[src/rtl/gpr_read_scoreboard_if.sv]
// gpr_read_scoreboard_if: decode read/issue and writeback bundle for the GPR read scoreboard
interface gpr_read_scoreboard_if #(
   parameter int DATA_SIZE = 32,
   parameter int ADDR_SIZE = 5
);
   logic                 rd_use1;
   logic [ADDR_SIZE-1:0] rd_addr1;
   logic [DATA_SIZE-1:0] rd_data1;
   logic                 rd_use2;
   logic [ADDR_SIZE-1:0] rd_addr2;
   logic [DATA_SIZE-1:0] rd_data2;
   logic                 issue_valid;
   logic [ADDR_SIZE-1:0] issue_dst;
   logic                 stall;
   logic                 wb_enable;
   logic [ADDR_SIZE-1:0] wb_addr;
   logic [DATA_SIZE-1:0] wb_data;
   logic                 sb_error;
   modport master (
      output rd_use1, rd_addr1, rd_use2, rd_addr2, issue_valid, issue_dst, wb_enable, wb_addr, wb_data,
      input  rd_data1, rd_data2, stall, sb_error
   );
   modport slave (
      input  rd_use1, rd_addr1, rd_use2, rd_addr2, issue_valid, issue_dst, wb_enable, wb_addr, wb_data,
      output rd_data1, rd_data2, stall, sb_error
   );
endinterface

[src/rtl/gpr_read_scoreboard.sv]
// gpr_read_scoreboard: 32-entry GPR file with write-through reads and a per-register pending-write scoreboard
module gpr_read_scoreboard #(
   parameter int DATA_SIZE    = 32,
   parameter int ADDR_SIZE    = 5,
   parameter int MAX_INFLIGHT = 3
) (
   input logic clk,
   input logic reset,
   gpr_read_scoreboard_if.slave bus
);
   localparam int NREG = 1 << ADDR_SIZE;
   localparam int CW   = $clog2(MAX_INFLIGHT + 1);
   logic [DATA_SIZE-1:0] regs_q [NREG];
   logic [DATA_SIZE-1:0] regs_d [NREG];
   logic [CW-1:0]        cnt_q  [NREG];
   logic [CW-1:0]        cnt_d  [NREG];
   logic sb_error_q, sb_error_d;
   logic wb_hit, dec, issue_ok, hazard1, hazard2, full;
   always_comb begin
      wb_hit   = bus.wb_enable && bus.wb_addr != '0;
      // the last pending write retiring this cycle is forwarded, so it does not hazard
      hazard1  = bus.rd_use1 && bus.rd_addr1 != '0 && cnt_q[bus.rd_addr1] != '0
                 && !(cnt_q[bus.rd_addr1] == CW'(1) && bus.wb_enable && bus.wb_addr == bus.rd_addr1);
      hazard2  = bus.rd_use2 && bus.rd_addr2 != '0 && cnt_q[bus.rd_addr2] != '0
                 && !(cnt_q[bus.rd_addr2] == CW'(1) && bus.wb_enable && bus.wb_addr == bus.rd_addr2);
      full     = bus.issue_valid && bus.issue_dst != '0 && cnt_q[bus.issue_dst] == CW'(MAX_INFLIGHT)
                 && !(bus.wb_enable && bus.wb_addr == bus.issue_dst);
      bus.stall = hazard1 | hazard2 | full;
      issue_ok = bus.issue_valid && !bus.stall && bus.issue_dst != '0;
      dec      = wb_hit && cnt_q[bus.wb_addr] != '0;
      bus.rd_data1 = bus.rd_addr1 == '0 ? '0
                   : (bus.wb_enable && bus.wb_addr == bus.rd_addr1) ? bus.wb_data : regs_q[bus.rd_addr1];
      bus.rd_data2 = bus.rd_addr2 == '0 ? '0
                   : (bus.wb_enable && bus.wb_addr == bus.rd_addr2) ? bus.wb_data : regs_q[bus.rd_addr2];
      bus.sb_error = sb_error_q;
      regs_d     = regs_q;
      cnt_d      = cnt_q;
      sb_error_d = sb_error_q | (wb_hit && !dec);
      if (wb_hit) regs_d[bus.wb_addr] = bus.wb_data;
      if (issue_ok && !(dec && bus.wb_addr == bus.issue_dst)) cnt_d[bus.issue_dst] = cnt_q[bus.issue_dst] + CW'(1);
      if (dec && !(issue_ok && bus.wb_addr == bus.issue_dst)) cnt_d[bus.wb_addr] = cnt_q[bus.wb_addr] - CW'(1);
   end
   always_ff @(posedge clk) begin
      if (reset) begin
         regs_q     <= '{default: '0};
         cnt_q      <= '{default: '0};
         sb_error_q <= 1'b0;
      end else begin
         regs_q     <= regs_d;
         cnt_q      <= cnt_d;
         sb_error_q <= sb_error_d;
      end
   end
endmodule

[src/flat_wrapper.sv]
// flat-port wrapper written by rule: the top's interface ports become plain ports
module gpr_read_scoreboard_flat 
#(
   parameter int DATA_SIZE    = 32,
   parameter int ADDR_SIZE    = 5,
   parameter int MAX_INFLIGHT = 3
)
  (clk, reset, bus_rd_use1, bus_rd_addr1, bus_rd_use2, bus_rd_addr2, bus_issue_valid, bus_issue_dst, bus_wb_enable, bus_wb_addr, bus_wb_data, bus_rd_data1, bus_rd_data2, bus_stall, bus_sb_error);
  gpr_read_scoreboard_if #(.DATA_SIZE(DATA_SIZE), .ADDR_SIZE(ADDR_SIZE)) bus_i ();
  input logic clk;
  input logic reset;
  input wire logic [$bits(bus_i.rd_use1)-1:0] bus_rd_use1;
  input wire logic [$bits(bus_i.rd_addr1)-1:0] bus_rd_addr1;
  input wire logic [$bits(bus_i.rd_use2)-1:0] bus_rd_use2;
  input wire logic [$bits(bus_i.rd_addr2)-1:0] bus_rd_addr2;
  input wire logic [$bits(bus_i.issue_valid)-1:0] bus_issue_valid;
  input wire logic [$bits(bus_i.issue_dst)-1:0] bus_issue_dst;
  input wire logic [$bits(bus_i.wb_enable)-1:0] bus_wb_enable;
  input wire logic [$bits(bus_i.wb_addr)-1:0] bus_wb_addr;
  input wire logic [$bits(bus_i.wb_data)-1:0] bus_wb_data;
  output wire logic [$bits(bus_i.rd_data1)-1:0] bus_rd_data1;
  output wire logic [$bits(bus_i.rd_data2)-1:0] bus_rd_data2;
  output wire logic [$bits(bus_i.stall)-1:0] bus_stall;
  output wire logic [$bits(bus_i.sb_error)-1:0] bus_sb_error;
  assign bus_i.rd_use1 = bus_rd_use1;
  assign bus_i.rd_addr1 = bus_rd_addr1;
  assign bus_i.rd_use2 = bus_rd_use2;
  assign bus_i.rd_addr2 = bus_rd_addr2;
  assign bus_i.issue_valid = bus_issue_valid;
  assign bus_i.issue_dst = bus_issue_dst;
  assign bus_i.wb_enable = bus_wb_enable;
  assign bus_i.wb_addr = bus_wb_addr;
  assign bus_i.wb_data = bus_wb_data;
  assign bus_rd_data1 = bus_i.rd_data1;
  assign bus_rd_data2 = bus_i.rd_data2;
  assign bus_stall = bus_i.stall;
  assign bus_sb_error = bus_i.sb_error;
  gpr_read_scoreboard #(.DATA_SIZE(DATA_SIZE), .ADDR_SIZE(ADDR_SIZE), .MAX_INFLIGHT(MAX_INFLIGHT)) u_core (.clk(clk), .reset(reset), .bus(bus_i));
endmodule
[config.mk]
export PLATFORM = sky130hd
export DESIGN_NAME = gpr_read_scoreboard_flat
export DESIGN_NICKNAME = d
export VERILOG_FILES = /design/src/rtl/gpr_read_scoreboard_if.sv /design/src/rtl/gpr_read_scoreboard.sv /design/src/flat_wrapper.sv
export SDC_FILE = /design/constraint.sdc
export NUM_CORES = 2
export LEC_CHECK = 0
export ABC_AREA = 1
export BUFFER_PORTS_ARGS = -buffer_cell sky130_fd_sc_hd__buf_2
export CAP_MARGIN = 20
export CELL_PAD_IN_SITES_DETAIL_PLACEMENT = 1
export CELL_PAD_IN_SITES_GLOBAL_PLACEMENT = 1
export CORE_ASPECT_RATIO = 0.6
export CORE_MARGIN = 2
export CORE_UTILIZATION = 23
export DETAILED_ROUTE_END_ITERATION = 8
export PLACE_DENSITY_LB_ADDON = 0.25
export SETUP_SLACK_MARGIN = 0.15
export SYNTH_ARGS = -nofsm -noshare
export SYNTH_HDL_FRONTEND = slang
export SYNTH_SLANG_ARGS = --single-unit
export TNS_END_PERCENT = 5
[constraint.sdc]
create_clock -name clk -period 4.45 [get_ports clk]
set_input_delay 0.6675 -clock clk [delete_from_list [all_inputs] [get_ports clk]]
set_output_delay 0.6675 -clock clk [all_outputs]
set_load 0.03 [all_outputs]
* Yosys cells after proc, flatten, opt, wreduce, memory -nomap -nowiden
Index checks and enable logic that the tools add are counted.
** Storage, ports and cells
- Flip-flop bits (word level) :: 1089
- Bits of input ports :: 58
- Output and inout bits :: 66
- Logic and storage cells :: 162
** Operators by class
- Add/sub/neg operators :: 2
- Magnitude comparators :: 6
- Equality and inequality tests :: 6
- Multiplexer cells :: 33
- Bitwise logic cells :: 7
- Reductions and logical operators :: 43
** Operator list (number)
- bitwise mux 1024 bit :: 1
- binary-select mux 32 bit (select 5 bit) :: 2
- 2-to-1 mux 32 bit :: 9
- demux 32 bit (select 5 bit) :: 1
- bitwise mux 64 bit :: 2
- 2-to-1 mux 64 bit :: 2
- binary-select mux 2 bit (select 5 bit) :: 4
- logical AND 1 bit :: 27
- greater-or-equal comparator 6 bit (second input constant) :: 4
- inverter 5 -> 6 bit :: 4
- demux 2 bit (select 5 bit) :: 2
- 2-to-1 mux 2 bit :: 10
- nonzero test 5 bit :: 4
- == test 5 bit :: 3
- < comparator 6 x 1 -> 1 bit (second input constant) :: 2
- logical NOT 5 bit :: 2
- logical NOT 1 bit :: 7
- nonzero test 2 bit :: 3
- == test 2 x 1 -> 1 bit (second input constant) :: 2
- OR 1 bit :: 3
- adder 2 x 1 -> 2 bit (second input constant) :: 1
- == test 2 bit (second input constant) :: 1
- subtractor 2 x 1 -> 2 bit (second input constant) :: 1

* Longest topological paths before layout
- Depth in word-level cells :: 18
- Depth in mapped cells :: 21
- Depth with buffers taken out :: 18

* Least setup slack after synthesis
OpenSTA, ideal clock, no wires.
- Path type :: input to register
- Start :: in bus_wb_addr[0]
- End :: reg u_core.cnt_q[0] (netlist name)
- Library setup time :: 0.064 ns
- Data arrival time :: 3.420 ns
- Data required time :: 4.386 ns
- Slack :: 0.966 ns
- Stages on the path :: 18
- Path buffers :: 5
- Cells stage by stage :: buf_2 -> inv_1 -> nand2_1 -> buf_2 -> o22ai_1 -> o21ai_0 -> nand2_1 -> nor4_2 -> clkbuf_1 -> inv_1 -> ha_1 -> nor2_1 -> clkbuf_1 -> clkbuf_1 -> nand3_1 -> nand2_1 -> nor2_1 -> nor2_1
** Between the ends
- Cells in the longest elaborated chain, start to end :: 13
- Elaborated cells between the ends (all ways) :: 40
- Classes of those cells :: 1 x add/sub; 2 x order compare; 3 x eq/ne; 8 x mux; 3 x bitwise; 23 x reduce/logical
** Ends and longest elaborated chain
- start, declared :: line flat_wrapper.sv:19 : input wire logic [$bits(bus_i.wb_addr)-1:0] bus_wb_addr;
- branches (longest 12 deep; another with 2-to-1 mux 64 bit)
- 2-to-1 mux 64 bit * :: line gpr_read_scoreboard.sv:41 : if (dec && !(issue_ok && bus.wb_addr == bus.issue_dst)) cnt_d[bus.wb_addr] = cnt_q[bus.wb_addr] - CW'(1);
- end signal, assigned :: line gpr_read_scoreboard.sv:50 : cnt_q <= cnt_d;
- end, declared :: line gpr_read_scoreboard.sv:15 : logic [CW-1:0] cnt_q [NREG];
Mark *: on every way between the ends. The select of a mux whose other input is x is not followed.
A chain may end at the register's enable or synchronous reset.

* Final worst setup path
- Start :: in bus_rd_addr2[0]
- End :: out bus_rd_data2[16]
** Between the ends
- Cells in the longest elaborated chain, start to end :: 6
- Elaborated cells between the ends (all ways) :: 9
- Classes of those cells :: 1 x eq/ne; 5 x mux; 1 x bitwise; 2 x reduce/logical
** Ends and longest elaborated chain
- start, declared :: line flat_wrapper.sv:15 : input wire logic [$bits(bus_i.rd_addr2)-1:0] bus_rd_addr2;
- inverter 5 -> 6 bit (implied by the code) :: line gpr_read_scoreboard.sv:34 : : (bus.wb_enable && bus.wb_addr == bus.rd_addr2) ? bus.wb_data : regs_q[bus.rd_addr2];
- binary-select mux 32 bit (select 5 bit) :: line gpr_read_scoreboard.sv:34
- 2-to-1 mux 32 bit (implied by the code) (2 in a row) :: line gpr_read_scoreboard.sv:34
- 2-to-1 mux 32 bit :: line gpr_read_scoreboard.sv:34
- 2-to-1 mux 32 bit * :: line gpr_read_scoreboard.sv:33 : bus.rd_data2 = bus.rd_addr2 == '0 ? '0
- end, declared :: line flat_wrapper.sv:22 : output wire logic [$bits(bus_i.rd_data2)-1:0] bus_rd_data2;
Mark *: on every way between the ends. The rest lies on a longest branch, timed or not. The select of a mux whose other input is x is not followed.

==> reports/metrics.yaml <==
timing:
  hold_slack_ps: 275
  setup_viol_count_final: 0
  rsz0062_at_grt: "false"
  slew_headroom: 0.273
  skew_ps: 32.1
  fin_crit_sh: 0.961
  tightestPinTransition_ps: 1090
  fin_crit_ps: 4280
  drv_slew: 0
  max_freq_ghz: 0.234
  hold_violations: 0
  tns_ps: 0
routing:
  wl_met1_microns: 176000
  drtIter0Drc: 9244
  ant_nets: 0
  top_layer: "met5"
  avgViaCountPerCell: 5.70
  drt_pass1_iterations: 6
  drc_errors: 0
  met3WireLength_microns: 36200
  routedWlPerCell_microns: 30.0
  dr_wl_met2_microns: 151000
  dr_total_vias: 71800
  drt_wl_total_microns: 378000
global_routing:
  antenna_found_initial: 41
  grt_pass1_vias: 68500
  grt.total_usage: 0.274
  overflow: 0
  grt_max_degree: 120
  grt_pass1_wl_microns: 530000
worst_setup_path:
  worst_ep_arrival_time_ps: 3610
  critical_path_class: "primary input to output port"
  cp.required_ps: 3780
  cp_max_fo: 41
  endpoint_kind: "output port"
  start_kind: "primary input"
cts:
  cts.clk_slew.worst_paths_ps: 60
  postCtsSetupBuffers: 0
  clock_sinks: 1089
  holdBufCountCts: 0
  cts_made_buffers: 115
  insertion_delay_ps: 790
  clk_path_buf_depth: 3
  h-tree-depth: 3
  root_buffer: "clkbuf_16"
  cts_tree: "done"
cells_and_area:
  final_common_cell: "o21ai_0"
  multi_input_area_sq_mm: 0.0324
  nNetsFinal: 9106
  register_area_sq_mm: 0.0218
  fin_cells: 12600
  syn2layout_area_growth_pct: 16.0
  drive_gt1_frac: 0.0839
  nFillCells: 32200
  layout_common_cells: "1931 x o21ai_0, 1601 x a21oi_1, 1089 x dfxtp_1"
yosys:
  syn-num-nets: 9449
  yosysSeqAreaShare: 0.363
  synthesis.area_sq_mm: 0.0600
  synth_top_flop_cell: "dfxtp_1"
  synthDistinctLibCells: 37
  synthCells: 9389
  synth_edf_count: 0
  syn_area_per_cell_sq_um: 6.40
  synth_seq_cells: 1089
  yosysWarnings: 0
  synthArstFlopShare: 0
placement:
  io_buffers: 123
  gp_congestion: 0.935
  place_inst: 12400
  hpwl_microns: 234000
floorplanning:
  fp.dieArea_sq_mm: 0.265
  chipHeight_microns: 400
  num_rows: 145
  io_pins: 124
  start_util: 0.231
  core_area_sq_mm: 0.260
  die_w_microns: 664
pwr:
  ir_worst_vdd_mv: 0.312
  pwr-share-clk: 0.424
  total_power_uw: 24600
  power.leakage_uw: 0.0240
  p_comb_frac: 0.173
  switching_power_uw: 7990
  p_int_uw: 16600
  switching_share: 0.324
  seq_power_share: 0.403
  powerDensity_mw_per_mm2: 354
min_path:
  hp-class: "primary input to flop"
status:
  run_status: "finished clean"
flow_run:
  maxCapViolations: 0
## Yosys cell counts, types with 2 or more instances
master     count  area (sq um)
buf_1        109           409
a211oi_1       7          52.6
nand2_1      837          3140
a32o_1        14           140
nand4_1      104           651
o21ai_0     1934          9680
dfxtp_1     1089         21800
nor3_1        19          95.1
buf_4          9          67.6
inv_2         15          56.3
xor2_1         3          26.3
clkbuf_1     759          2850
nand3_1      854          4270
xnor2_1        2          17.5
clkinv_1       2          7.51
buf_6          6          67.6
o221ai_1       3          26.3
o21ai_1        5          25.0
a311oi_1       4          35.0
inv_1        584          2190
nor2_1      1057          3970
o31ai_1       20           150
o2111ai_1      4          35.0
o211ai_1     122           916
a21oi_1     1601          8010
ha_1           2          25.0
buf_2         86           430
o22ai_1      129           807
## flip-flops by register name, indices dropped and copies added (netlist names)
signal / count
u_core.regs_q: 1024
u_core.cnt_q: 64
u_core.bus.sb_error: 1
## metrics by stage
| stage | setup WS [ps] | area [sq um] | utilization |
|---|---|---|---|
| floorplan | 966 | 60000 | - |
| global placement | 184 | 65800 | 0.253 |
| detailed placement | 166 | 65800 | 0.253 |
| CTS | 164 | 69600 | 0.268 |
| global route | 235 | 69600 | 0.268 |
| finish | 171 | 69600 | 0.268 |
## worst max-delay path: stages
cell and delay [ps]:
buf_8 180, inv_8 370, buf_12 250, nor2_1 50, o21ai_0 250, o21ai_0 200
a21oi_1 530, o211ai_1 350, a21oi_1 220, buf_4 170, buf_2 200
## power groups by stage
stage / registers [uW] / clock network, uW / logic (uW)
6_report: 9920 / 10400 / 4270
5_1_grt: 9920 / 11000 / 4480
4_1_cts: 9910 / 10600 / 4150
3_5_place_dp: 10100 / 0 / 4140
3_3_place_gp: 10100 / 0 / 4100
2_1_floorplan: 10100 / 0 / 2200
## metal layers
layer / up-vias / track usage
li1: 31500 / -
met1: 36000 / 0.401
met2: 3609 / 0.391
met3: 639 / 0.0563
met4: 12 / 0.0979
met5: - / 0
## path summary, 6_finish.rpt
check,start,to,slack [ps],cells past startpoint
max,bus_rd_addr2[0],bus_rd_data2[16],170,11
min reg2reg,u_core.regs_q[1009],u_core.regs_q[1009],430,2
min,reset,u_core.regs_q[1021],270,2
max reg2reg,u_core.cnt_q[25],u_core.cnt_q[52],1290,14
## layout make-up
type                    instances  share of cell area
diodes                         24            0.000863
clock buffers                 163              0.0483
clock inverters                35             0.00591
inverters                     601              0.0332
multi-input cells            6730               0.466
flip-flops and latches       1089               0.313
well taps                    3454              0.0621
repair buffers                509              0.0707
## cells by family after synthesis
group	count (synthesis)	synth area share
compound gates	3846	0.331
simple gates	2877	0.203
flops	1089	0.363
xor+xnor	5	0.000729
fa+ha+maj	2	0.000417
buf+inv	1570	0.101
## what timing repair did
item                                   in CTS  in global routing
setup endpoints to repair                   0                  3
gates resized for setup                     0                  3
endpoints found under the hold margin       0                  0
No activity file was read; power rests on OpenSTA's default activity.
